### src/rtl/uart_pkg.sv
// Shared UART definitions: default character width, receive FIFO depth and byte type.
package uart_pkg;

  localparam int UART_DATA_W        = 8;
  localparam int UART_RX_FIFO_DEPTH = 16;

  typedef logic [UART_DATA_W-1:0] uart_byte_t;

endpackage : uart_pkg

### src/rtl/uart_fifo_mem.sv
// Storage array for the UART receive FIFO: synchronous write, asynchronous read,
// small enough to map onto distributed RAM.
module uart_fifo_mem
  import uart_pkg::*;
#(
  parameter int DATA_W = UART_DATA_W,
  parameter int DEPTH  = UART_RX_FIFO_DEPTH,
  parameter int ADDR_W = $clog2(DEPTH)
) (
  input  logic              clk,
  input  logic              we,
  input  logic [ADDR_W-1:0] waddr,
  input  logic [DATA_W-1:0] wdata,
  input  logic [ADDR_W-1:0] raddr,
  output logic [DATA_W-1:0] rdata
);

  logic [DATA_W-1:0] mem [DEPTH];

  always_ff @(posedge clk) begin
    if (we) mem[waddr] <= wdata;
  end

  assign rdata = mem[raddr];

endmodule : uart_fifo_mem

### src/rtl/uart_rx_fifo.sv
// First-word-fall-through receive buffer between the UART receiver and the CPU registers.
// Define UART_RX_FIFO_OVF_EN to implement the sticky overflow flag; otherwise it reads 0.
module uart_rx_fifo
  import uart_pkg::*;
#(
  parameter int DATA_W = UART_DATA_W,
  parameter int DEPTH  = UART_RX_FIFO_DEPTH,
  parameter int ADDR_W = $clog2(DEPTH)
) (
  input  logic              clk,
  input  logic              rst,
  input  logic [DATA_W-1:0] wr_uart_rdata,
  input  logic              wr_uart_read_fin,
  input  logic              rd_en,
  output logic [DATA_W-1:0] rd_uart_rdata,
  output logic              rd_valid,
  output logic              full,
  output logic [ADDR_W:0]   count,
  output logic              overflow,
  input  logic              ovf_clr
);

  localparam logic [ADDR_W:0] FULL_COUNT = (ADDR_W+1)'(DEPTH);

  logic              fin_q;
  logic              push;
  logic              pop;
  logic              push_ok;
  logic [ADDR_W-1:0] wptr;
  logic [ADDR_W-1:0] rptr;
  logic [DATA_W-1:0] mem_rdata;

  assign push     = wr_uart_read_fin & ~fin_q;
  assign rd_valid = (count != '0);
  assign full     = (count == FULL_COUNT);
  assign pop      = rd_en & rd_valid;
  // When full, a simultaneous pop frees the slot the new byte lands in.
  assign push_ok  = push & (~full | pop);

  // fin_q resets high so a strobe already asserted at reset release is not a new byte.
  always_ff @(posedge clk) begin
    if (rst) begin
      fin_q <= 1'b1;
      wptr  <= '0;
      rptr  <= '0;
      count <= '0;
    end else begin
      fin_q <= wr_uart_read_fin;
      if (push_ok) wptr <= wptr + ADDR_W'(1);
      if (pop)     rptr <= rptr + ADDR_W'(1);
      case ({push_ok, pop})
        2'b10:   count <= count + (ADDR_W+1)'(1);
        2'b01:   count <= count - (ADDR_W+1)'(1);
        default: count <= count;
      endcase
    end
  end

  uart_fifo_mem #(
    .DATA_W (DATA_W),
    .DEPTH  (DEPTH),
    .ADDR_W (ADDR_W)
  ) u_mem (
    .clk   (clk),
    .we    (push_ok),
    .waddr (wptr),
    .wdata (wr_uart_rdata),
    .raddr (rptr),
    .rdata (mem_rdata)
  );

  // Mask the unreset array while empty so the CPU never sees X.
  assign rd_uart_rdata = rd_valid ? mem_rdata : '0;

`ifdef UART_RX_FIFO_OVF_EN
  logic ovf_q;

  always_ff @(posedge clk) begin
    if (rst) begin
      ovf_q <= 1'b0;
    end else if (push & ~push_ok) begin
      ovf_q <= 1'b1;
    end else if (ovf_clr) begin
      ovf_q <= 1'b0;
    end
  end

  assign overflow = ovf_q;
`else
  logic unused_ovf_clr;

  assign unused_ovf_clr = ovf_clr;
  assign overflow       = 1'b0;
`endif

endmodule : uart_rx_fifo

### config.mk
export PLATFORM = sky130hd
export DESIGN_NAME = uart_rx_fifo
export DESIGN_NICKNAME = d
export VERILOG_FILES = /design/src/rtl/uart_pkg.sv /design/src/rtl/uart_fifo_mem.sv /design/src/rtl/uart_rx_fifo.sv
export SDC_FILE = /design/constraint.sdc
export NUM_CORES = 1
export LEC_CHECK = 0
export ABC_AREA = 1
export ABC_CLOCK_PERIOD_IN_PS = 3020
export CAP_MARGIN = 20
export CORE_MARGIN = 2
export CORE_UTILIZATION = 34
export DETAILED_ROUTE_END_ITERATION = 8
export SLEW_MARGIN = 20
export SYNTH_ARGS = -nofsm -noshare
export SYNTH_HDL_FRONTEND = slang
export SYNTH_SLANG_ARGS = --single-unit
### constraint.sdc
create_clock -name clk -period 3.02 [get_ports clk]
set_clock_uncertainty 0.05 [all_clocks]
set_input_delay 0.906 -clock clk [delete_from_list [all_inputs] [get_ports clk]]
set_output_delay 0.906 -clock clk [all_outputs]
set_load 0.01 [all_outputs]
==> metrics.cfg <==
[placement]
place_hpwl_mm = 8.51
place_inst = 812
port_buffers = 26
place_congestion = 0.791

[setup_path]
r2r_slack_ns = 0.81
crit_fanout = 24
criticalPathCategory = register to primary output
start_kind = register
end_kind = primary output
arrival_ns = 1.92
cp.required_ns = 2.06

[synthesis]
synth-simple-area-share_pct = 22.9
synth_top_family_by_area = simple AND/OR/NAND/NOR gates
synth_fa_ha_area_share_pct = 1.94
synth_compound_area_share_pct = 2.10
syn_nets = 581
ys_warn_count = 0
synth.distinct_cells = 26
synthMuxAreaShare_pct = 0
synthCells = 559
synth_xor_area_share_pct = 0.566
ys_ff_latch = 146
seq_area_frac_synth_pct = 67.9
synth_area_um2 = 6190
syn_avg_cell_area_um2 = 11.1

[clock_tree]
clk_latency_ns = 0.42
cts_buffers = 17
hold_buffers = 0
root_buffer = clkbuf_16
htreeDepth = 4
cts_sinks = 146
cts_tree = built
cts_buffer_depth = 2
path_clk_slew_ns = 0.06

[timing]
period_needed_ns = 2.88
tightestPinTransition_ns = 0.655
final_hold_viol_count = 0
timing.hold.ws_ns = 0.439
rsz0062_at_grt = no
max_slew_margin_pct = 56.2
drv_slew = 0
clock.fmax_ghz = 0.347
setup_viol = 0
finalCritPeriodShare_pct = 95.4
tns_ns = 0

[power]
ir_drop_v = 0.000575
pwr_density_cell_nw_per_um2 = 835
p_seq_share_pct = 37.9
power_frac_comb_pct = 29.3
clkPwrFrac_pct = 32.8
p_leak_uw = 0.00277
p_sw_uw = 2000
swShare_pct = 32.3
p_int_uw = 4190

[detailed_routing]
drc_errors = 0
ant_nets = 0
num_vias = 4157
drt-initial-drc-count = 244
avgRoutedWirePerCell_um = 16.1
drtPass1Iterations = 4
wl_mm = 13.6
vias_per_cell = 4.92

[finish]
final_common_cell = nand2_1
n_antenna_cell = 0
nets = 625
stdcell_count = 845
final_cell_mix = 174 x nand2_1, 128 x edfxtp_1, 103 x nand3_1
drive_above_1_share_pct = 13.0
fill_cells = 1715
area_growth_pct = 19.8

[floorplanning]
pin_count = 29
die_y_um = 139
rows = 49
start_util_pct = 34.6
dieArea_um2 = 19300
core_region_area_um2 = 17900
die_w_um = 139

[global_routing]
overflow = 0
grt_max_degree = 33
grt_use_total_pct = 14.7
antenna_found_initial = 0
grt_pass1_wl_mm = 22.0
grt_pass1_vias = 4134

[worst_hold_path]
hold_class = register to register

[flow_run]
drv_cap = 0

[run_status]
status = complete, no violations

[flip-flops by register name, summed over array words and instances, names as in the netlist, named ones only]
register	cells
rptr	4
fin_q	1
count	5
u_mem.mem	128
wptr	4
[through the flow]
stage	instance area (µm²)	setup slack [ns]	total power, µW	util (%)
2_1_floorplan	6190	0.521	3520	-
3_3_place_gp	6820	0.0227	4180	38.1
3_5_place_dp	6820	0.0274	4220	38.1
4_1_cts	7430	0.0368	6260	41.5
5_1_grt	7410	0.00623	6560	41.4
6_report	7410	0.140	6190	41.4
[worst max-delay path, stage by stage, from the launching register on]
cell and delay (ns):
dfxtp_4 0.38, inv_4 0.10, buf_12 0.17, nand2_1 0.06, nand3_1 0.06, nand3_1 0.10, nand2_1 0.09, nand2_1 0.07
a21oi_2 0.19, clkdlybuf4s15_1 0.26
[cell families (layout without fill, tap and decap cells)]
family	after synthesis	after routing
AO/OA/AOI/OAI	26	26
XOR/XNOR	4	4
adder cells (fa/ha/maj)	9	9
buffers and inverters	53	110
flip-flops	146	146
other	1	1
AND/OR/NAND/NOR	320	320
[power by group through the flow]
stage          sequential (µW)  combinational (µW)  clock [µW]
2_1_floorplan             2370                1150           0
3_3_place_gp              2380                1790           0
3_5_place_dp              2390                1830           0
4_1_cts                   2350                1840        2070
5_1_grt                   2360                2030        2160
6_report                  2350                1810        2030
[metal layers]
metal | up-vias | routed length (µm) | GRT usage [%] | share of wire, %
li1 | 2016 | - | - | -
met1 | 2008 | 5970 | 18.7 | 44
met2 | 121 | 6760 | 24.9 | 50
met3 | 12 | 777 | 3.97 | 5.7
met4 | 0 | 119 | 4.31 | 0.87
met5 | - | 0 | 0 | 0
[cell usage after synthesis]
master	count	area, µm²
a21oi_1	18	90.1
buf_2	14	70.1
buf_4	3	22.5
buf_6	7	78.8
clkbuf_1	4	15.0
conb_1	1	3.75
dfxtp_1	18	360
edfxtp_1	128	3840
fa_1	1	20.0
ha_1	8	100
inv_1	22	82.6
inv_2	3	11.3
nand2_1	174	653
nand2_2	2	12.5
nand2_4	3	33.8
nand3_1	103	515
nand3_2	1	10.0
nand3_4	1	17.5
nand3b_1	1	7.51
nand4_1	1	6.26
nor2_1	15	56.3
nor2_2	2	12.5
nor2_4	1	11.3
nor3_1	16	80.1
o21ai_0	8	40.0
xor2_1	4	35.0
[cell type report]
| class | count | area, µm² | share of cell area [%] |
|---|---|---|---|
| tap | 229 | 287 | 3.86 |
| clock buffer | 20 | 437 | 5.89 |
| sequential | 146 | 4210 | 56.7 |
| timing repair buffer | 53 | 533 | 7.19 |
| multi-input combinational | 360 | 1720 | 23.2 |
| clock inverter | 12 | 134 | 1.81 |
| inverter | 25 | 96.3 | 1.30 |
[path summary, 6_finish.rpt]
kind	startpoint	end	cells after the start
worst max-delay path	register	rd_uart_rdata[2]	9
worst min register to register	rptr[2]	rptr[2]	2
worst min-delay path	rptr[2]	rptr[2]	2
worst max register to register	count[0]	count[4]	13
[repair_timing]
action / in CTS / in global routing
pin swaps: 0 / 2
endpoints found under the setup margin: 8 / 8
gates resized for setup: 15 / 14
gates cloned: 1 / 0
buffers inserted: 0 / 0
Note: power is estimated with default switching activity, not from simulation.
